## config.mk

```make
export PLATFORM = sky130hd
export DESIGN_NAME = serial_adder_ctrl
export DESIGN_NICKNAME = d
export VERILOG_FILES = /design/src/rtl/serial_adder_ctrl_pkg.sv /design/src/rtl/serial_adder_ctrl_full_adder.sv /design/src/rtl/serial_adder_ctrl.sv
export SDC_FILE = /design/constraint.sdc
export NUM_CORES = 1
export LEC_CHECK = 0
export CAP_MARGIN = 0
export CORE_MARGIN = 4
export CORE_UTILIZATION = 55
export CTS_BUF_LIST = sky130_fd_sc_hd__clkbuf_8 sky130_fd_sc_hd__clkbuf_16
export CTS_CLUSTER_SIZE = 16
export DETAILED_ROUTE_END_ITERATION = 10
export GPL_TIMING_DRIVEN = 0
export PLACE_DENSITY = 0.83
export SYNTH_ARGS = -nofsm -noshare
export SYNTH_HDL_FRONTEND = slang
export SYNTH_SLANG_ARGS = --single-unit
```

## constraint.sdc

```tcl
create_clock -name clk -period 4 [get_ports clk]
set_input_delay 1 -clock clk [delete_from_list [all_inputs] [get_ports clk]]
set_output_delay 1 -clock clk [all_outputs]
set_load 0.005 [all_outputs]
```

## src/rtl/serial_adder_ctrl_pkg.sv

```systemverilog
// ============================================================================
// serial_adder_ctrl_pkg : shared constants and FSM encoding for serial_adder_ctrl
// Revision 1.0
// ============================================================================
`default_nettype none

package serial_adder_ctrl_pkg;

    localparam int DEFAULT_WIDTH = 8;

    typedef enum logic [1:0] {
        S_IDLE = 2'd0,
        S_RUN  = 2'd1,
        S_DONE = 2'd2
    } state_t;

endpackage

`default_nettype wire

```

## src/rtl/serial_adder_ctrl_full_adder.sv

```systemverilog
// ============================================================================
// full_adder : 1-bit full adder datapath used by serial_adder_ctrl
// Revision 1.0
// ============================================================================
`default_nettype none

module full_adder (
    input  logic a,
    input  logic b,
    input  logic c,
    output logic s,
    output logic co
);

    assign s  = a ^ b ^ c;
    assign co = (a & b) | (c & (a ^ b));

endmodule

`default_nettype wire

```

## src/rtl/serial_adder_ctrl.sv

```systemverilog
// ============================================================================
// serial_adder_ctrl : bit-serial WIDTH-bit adder sequencer around one full_adder
// Optional subtract mode via macro SERIAL_ADDER_SUB_EN.  Revision 1.0
// ============================================================================
`default_nettype none

module serial_adder_ctrl
    import serial_adder_ctrl_pkg::*;
#(
    parameter int WIDTH = DEFAULT_WIDTH
) (
    input  logic             clk,
    input  logic             rst_n,
`ifdef SERIAL_ADDER_SUB_EN
    input  logic             sub,
`endif
    input  logic             start,
    input  logic [WIDTH-1:0] a,
    input  logic [WIDTH-1:0] b,
    input  logic             cin,
    output logic             busy,
    output logic             done,
    output logic [WIDTH-1:0] sum,
    output logic             cout
);

    localparam int             CW       = (WIDTH > 1) ? $clog2(WIDTH) : 1;
    localparam logic [CW-1:0]  CNT_LAST = CW'(WIDTH - 1);

    state_t           state_q, state_d;
    logic [CW-1:0]    cnt_q, cnt_d;
    logic [WIDTH-1:0] a_sh_q, a_sh_d;
    logic [WIDTH-1:0] b_sh_q, b_sh_d;
    logic [WIDTH-2:0] res_q, res_d;
    logic             carry_q, carry_d;
    logic [WIDTH-1:0] sum_q, sum_d;
    logic             cout_q, cout_d;
    logic             busy_q, busy_d;
    logic             done_q, done_d;

    logic             w_sub;
    logic             w_accept;
    logic             w_fa_s;
    logic             w_fa_co;
    logic [WIDTH-1:0] w_shift;

`ifdef SERIAL_ADDER_SUB_EN
    assign w_sub = sub;
`else
    assign w_sub = 1'b0;
`endif

    full_adder u_fa (
        .a  (a_sh_q[0]),
        .b  (b_sh_q[0]),
        .c  (carry_q),
        .s  (w_fa_s),
        .co (w_fa_co)
    );

    // Result register is one bit short: the final sum bit comes straight from the adder.
    assign w_shift  = {w_fa_s, res_q};
    assign w_accept = start && ((state_q == S_IDLE) || (state_q == S_DONE));

    always_comb begin
        state_d = state_q;
        cnt_d   = cnt_q;
        a_sh_d  = a_sh_q;
        b_sh_d  = b_sh_q;
        res_d   = res_q;
        carry_d = carry_q;
        sum_d   = sum_q;
        cout_d  = cout_q;

        case (state_q)
            S_RUN: begin
                a_sh_d  = {1'b0, a_sh_q[WIDTH-1:1]};
                b_sh_d  = {1'b0, b_sh_q[WIDTH-1:1]};
                res_d   = w_shift[WIDTH-1:1];
                carry_d = w_fa_co;
                cnt_d   = cnt_q + 1'b1;
                if (cnt_q == CNT_LAST) begin
                    sum_d   = w_shift;
                    cout_d  = w_fa_co;
                    state_d = S_DONE;
                end
            end
            S_DONE:  state_d = S_IDLE;
            default: state_d = S_IDLE;
        endcase

        // Accepting from DONE gives back-to-back operation; done still pulses this cycle.
        if (w_accept) begin
            a_sh_d  = a;
            b_sh_d  = w_sub ? ~b : b;
            carry_d = w_sub ? 1'b1 : cin;
            cnt_d   = '0;
            res_d   = '0;
            state_d = S_RUN;
        end

        busy_d = (state_d == S_RUN);
        done_d = (state_d == S_DONE);
    end

    always_ff @(posedge clk or negedge rst_n) begin
        if (!rst_n) begin
            state_q <= S_IDLE;
            cnt_q   <= '0;
            a_sh_q  <= '0;
            b_sh_q  <= '0;
            res_q   <= '0;
            carry_q <= 1'b0;
            sum_q   <= '0;
            cout_q  <= 1'b0;
            busy_q  <= 1'b0;
            done_q  <= 1'b0;
        end else begin
            state_q <= state_d;
            cnt_q   <= cnt_d;
            a_sh_q  <= a_sh_d;
            b_sh_q  <= b_sh_d;
            res_q   <= res_d;
            carry_q <= carry_d;
            sum_q   <= sum_d;
            cout_q  <= cout_d;
            busy_q  <= busy_d;
            done_q  <= done_d;
        end
    end

    assign busy = busy_q;
    assign done = done_q;
    assign sum  = sum_q;
    assign cout = cout_q;

endmodule

`default_nettype wire
```

== After elaboration in Yosys (flattened, before gate mapping) ==
Cells that the tools add are included.

* Bits in registers: 40

* $add $sub $neg: 1
* Equality and inequality tests: 5
* Muxes and demuxes: 13
* Bitwise gates (word level): 5
* Reductions and logical operators: 5

{| class="wikitable"
|+ Operator list
! kind !! count
|-
| $mux 8 || 4
|-
| $mux 7 || 2
|-
| $mux 2 || 3
|-
| $mux 3 || 2
|-
| $eq 2x1->1 const B || 2
|-
| $eq 2x2->1 const B || 2
|-
| $add 3x1->3 const B || 1
|-
| $eq 3x3->1 const B || 1
|-
| $and 1x1->1 || 2
|-
| $logic_not 2->1 || 1
|-
| $mux 1 || 2
|-
| $reduce_and 2->1 || 1
|-
| $reduce_bool 2->1 || 1
|-
| $xor 1x1->1 || 2
|-
| $logic_and 1x1->1 || 1
|-
| $logic_or 1x1->1 || 1
|-
| $or 1x1->1 || 1
|}

== Depth between registers and ports, before layout ==
* Word-level depth: 5
* Gate-level depth with buffers: 5

== Hierarchy ==
From an unflattened synthesis, not the netlist that was laid out.

* Cell total of the unflattened synthesis: 137
* Area total of the unflattened synthesis: 1726.7 um^2

{| class="wikitable"
|+ By module, submodules not included
! module !! instances !! cells each !! area each (um^2) !! seq. area each (um^2)
|-
| serial_adder_ctrl || 1 || 136 || 1706.6 || 1001.0
|-
| full_adder || 1 || 1 || 20.0 || 0.0
|}

== Worst setup path after synthesis ==
OpenSTA, ideal clock, no wires.

* Kind: input-to-reg
* From: input start
* To: register a_sh_q[3]
* Arrival: 1526 ps
* Data required time: 3876 ps
* Setup slack: 2350 ps
* Cell stages on the path: 4
* Cell sequence: nor2b_1 > buf_2 > a22oi_1 > nand2_1

* Longest elaborated chain between the ends: 2

{| class="wikitable"
|+ Ends and longest elaborated chain
! what !! line !! RTL
|-
| start: declaration || serial_adder_ctrl.sv:17 || <nowiki>input logic start,</nowiki>
|-
| $logic_and 1x1->1 * || serial_adder_ctrl.sv:63 || <nowiki>assign w_accept = start && ((state_q == S_IDLE) || (state_q == S_DONE));</nowiki>
|-
| $mux 8 or $reduce_bool 2->1 (tied branches) || - ||
|-
| end signal: assignment || serial_adder_ctrl.sv:121 || <nowiki>a_sh_q <= a_sh_d;</nowiki>
|-
| end: declaration || serial_adder_ctrl.sv:32 || <nowiki>logic [WIDTH-1:0] a_sh_q, a_sh_d;</nowiki>
|}

Mark *: on every way between the ends. The rest lies on a longest branch, timed or not.
A chain may end at the register's enable or synchronous reset.

== Worst setup path after layout ==
* From: register sum_q[2], in the netlist sum[2]
* To: output sum[2]

{| class="wikitable"
|+ RTL lines
! what !! line !! RTL
|-
| start: declaration || serial_adder_ctrl.sv:36 || <nowiki>logic [WIDTH-1:0] sum_q, sum_d;</nowiki>
|-
| start signal: assignment || serial_adder_ctrl.sv:125 || <nowiki>sum_q <= sum_d;</nowiki>
|-
| end: declaration || serial_adder_ctrl.sv:23 || <nowiki>output logic [WIDTH-1:0] sum,</nowiki>
|}

No word-level cell between the ends.

==> impl_results.md <==
* Outcome: finished clean
* Initial DRC count at 47
* Hpwl dp at between 2 and 2.5 mm
* GR Overflow Total at 0
* Max IR drop VDD at 0.000390 V
* Hold Buf Count CTS at 0
* Slowest stage cell, crit path: clkdlybuf4s50_1
* DR vias at roughly 1200
* Wire length of the first global-routing pass at about 6 mm
* Measured slew at the worst slew-check pin at roughly 0.85 ns
* Highest Clock Rate at 461 MHz
* Synth warnings at 0
* Final WL at 3.42 mm
* Initial antenna violation count at 0
* Tightest Hold Check Type: reg2reg
* RSZ-0062 raised after global routing: false
* Die Width at 64.4 um
* Slew margin rel. at 0.431
* Io pins at 31
* Mapped Avg Cell Area at between 10 and 15 um^2
* Die Footprint at 4150 um^2
* GRT Resource Usage Total at 0.186
* Slew Viols, Final at 0
* RePlAce Congestion at 0.767
* Crit path launch type: flop
* Vias per cell at ~5.5
* Gate Count Post-Synth at 140
* Leak Pwr at 0.00101 uW
* Synth cell types at 26
* Flops & latches, synth at 40
* Vias in the first global route at 1238
* Starting Density at 0.573
* Skew final at 0.00433 ns
* Final hold violations at 0
* Share of synthesized registers carrying an async set or reset at 1.00
* Initial DRT Pass Iterations at 4
* P per Cell Area at 809 nW/um^2
* Post-Syn Nets at 163
* Routed Antenna Nets at 0
* P&R area growth vs syn at 29.1%
* Min cycle time layout at 2.17 ns
* Die height at 64.4 um
* Site row count at 20
* CP Class: reg2out
* Max-Cap Viols at 0
* Worst path max stage delay at 0.51 ns
* Layout cell share with drive strength beyond 1 at 0.174
* Antenna diodes at 0
* Clock buffer depth at 2
* WP data required at 3.00 ns
* CTS tree: built
* Placed Cells incl. Taps at between 200 and 250
* Setup tns final at 0 ns
* DRC Markers at 0
* Tcrit/Tclk final at 0.542
* Root Driver: clkbuf_8
* Num CTS Buffers at 5
* I/O Buffers at 30
* Core Util, Final at 0.740
* CP endpoint kind: output pin
* Clock latency on the worst-skew pair at 0.29 ns
* WL/cell at approximately 15 um
* Top_reg_cell synth: dfrtp_1
* Clk slew on worst S/H paths at roughly 0.080 ns
* Fin cells at approximately 220
* Number of synthesized flops with an enable pin at 0
* H-tree depth at 2
* CP Cell Sequence: clkdlybuf4s50_1
* Seq/Total Area, Yosys at 0.572
* WP data arrival at around 1.2 ns
* Core area at 3050 um^2
* Clock Sinks at 40
* Worst Path Buf+Inv at 1
* CTS resizes at 0
* WHS at 0.513 ns
* Syn Std Cell Area at 1750 um^2
* Crit-path max FO at 2
* Post-CTS Setup Repair Bufs at 0
* Delay-heaviest family, CP: buffers and inverters
* Largest net degree at the start of global routing at 41
* Nets at 200
* Setup violators final at 0
[area by class of cell]
type	count	area (um^2)
Inverter	2	7.51
Multi-Input combinational cell	88	684
Buffer	10	56.3
Clock buffer	5	68.8
Tap cell	44	55.1
Timing Repair Buffer	30	295
Fill cell	226	795
Sequential cell	40	1000
Clock inverter	3	90.1
[path summary, 6_finish.rpt]
path | from | to | slack (ns) | cells past startpoint
max in group asynchronous | rst_n | b_sh_q[2] | 2.65 | 1
min in group asynchronous | rst_n | b_sh_q[7] | 0.82 | 1
max | sum[2] | sum[2] | 1.83 | 1
min reg2reg | sum[6] | sum[6] | 0.51 | 1
max reg2reg | cnt_q[0] | sum[2] | 2.44 | 5
min | sum[6] | sum[6] | 0.51 | 1
[layout by cell type (no fill, tap or decap)]
| cell | instances |
|---|---|
| dfrtp_1 | 40 |
| clkdlybuf4s50_1 | 29 |
| a22o_1 | 12 |
| nor2_1 | 9 |
| nor2b_1 | 8 |
| o22ai_1 | 8 |
| nor3_1 | 8 |
| mux2_4 | 8 |
| buf_2 | 7 |
| mux2i_1 | 6 |
| a211oi_1 | 6 |
| a21oi_1 | 6 |
| clkbuf_8 | 5 |
| mux2_2 | 4 |
| bufinv_16 | 3 |
| nand2b_1 | 2 |
| clkbuf_1 | 2 |
| o21ai_0 | 2 |
| inv_1 | 2 |
| ha_1 | 2 |
| buf_4 | 1 |
| nand2_2 | 1 |
| buf_6 | 1 |
| xnor2_1 | 1 |
| a22oi_1 | 1 |
| nand3_1 | 1 |
| nand2_1 | 1 |
| nor2_2 | 1 |
| fa_1 | 1 |
[stage by stage]
step                      worst slack, ns  power [uW]  instance area [um^2]
final                                1.83        1830                  2260
after global routing                 1.78        1960                  2260
after CTS                            1.81        1840                  2260
after detailed placement             1.60        1390                  2100
after global placement               1.04        1340                  2100
after floorplan                      2.35        1150                  1750
[sequential cells by signal, summed over array words and instances, names as in the netlist]
name     count
busy         1
cout         1
b_sh_q       8
sum          8
cnt_q        3
carry_q      1
res_q        7
state_q      2
a_sh_q       8
done         1
[synthesized netlist by cell type, drive strengths merged, types with 6 or more instances]
cell / instances / area share
a22o: 12 / 0.060
mux2i: 6 / 0.034
buf: 8 / 0.028
nor2b: 8 / 0.029
o22ai: 8 / 0.029
dfrtp: 40 / 0.57
mux2: 12 / 0.094
nor2: 10 / 0.023
nor3: 8 / 0.023
a211oi: 6 / 0.026
a21oi: 6 / 0.017
[cells by family after synthesis]
kind of cell | after synthesis | share of synthesized area
fa+ha+maj | 3 | 0.0257
compound gates | 35 | 0.142
buf+inv | 12 | 0.0365
xor+xnor | 1 | 0.00501
flops | 40 | 0.572
simple gates | 31 | 0.0901
mux | 18 | 0.129
[where the power goes]
part / internal, uW / switching, uW
logic: 378 / 289
registers: 588 / 124
clock network: 312 / 136
[per-layer routing]
layer,track usage,share of wire
met5,0,0
met3,0.0527,0.051
met1,0.244,0.43
met4,0.0396,0.0096
met2,0.307,0.51
(Power assumes the default switching activity.)
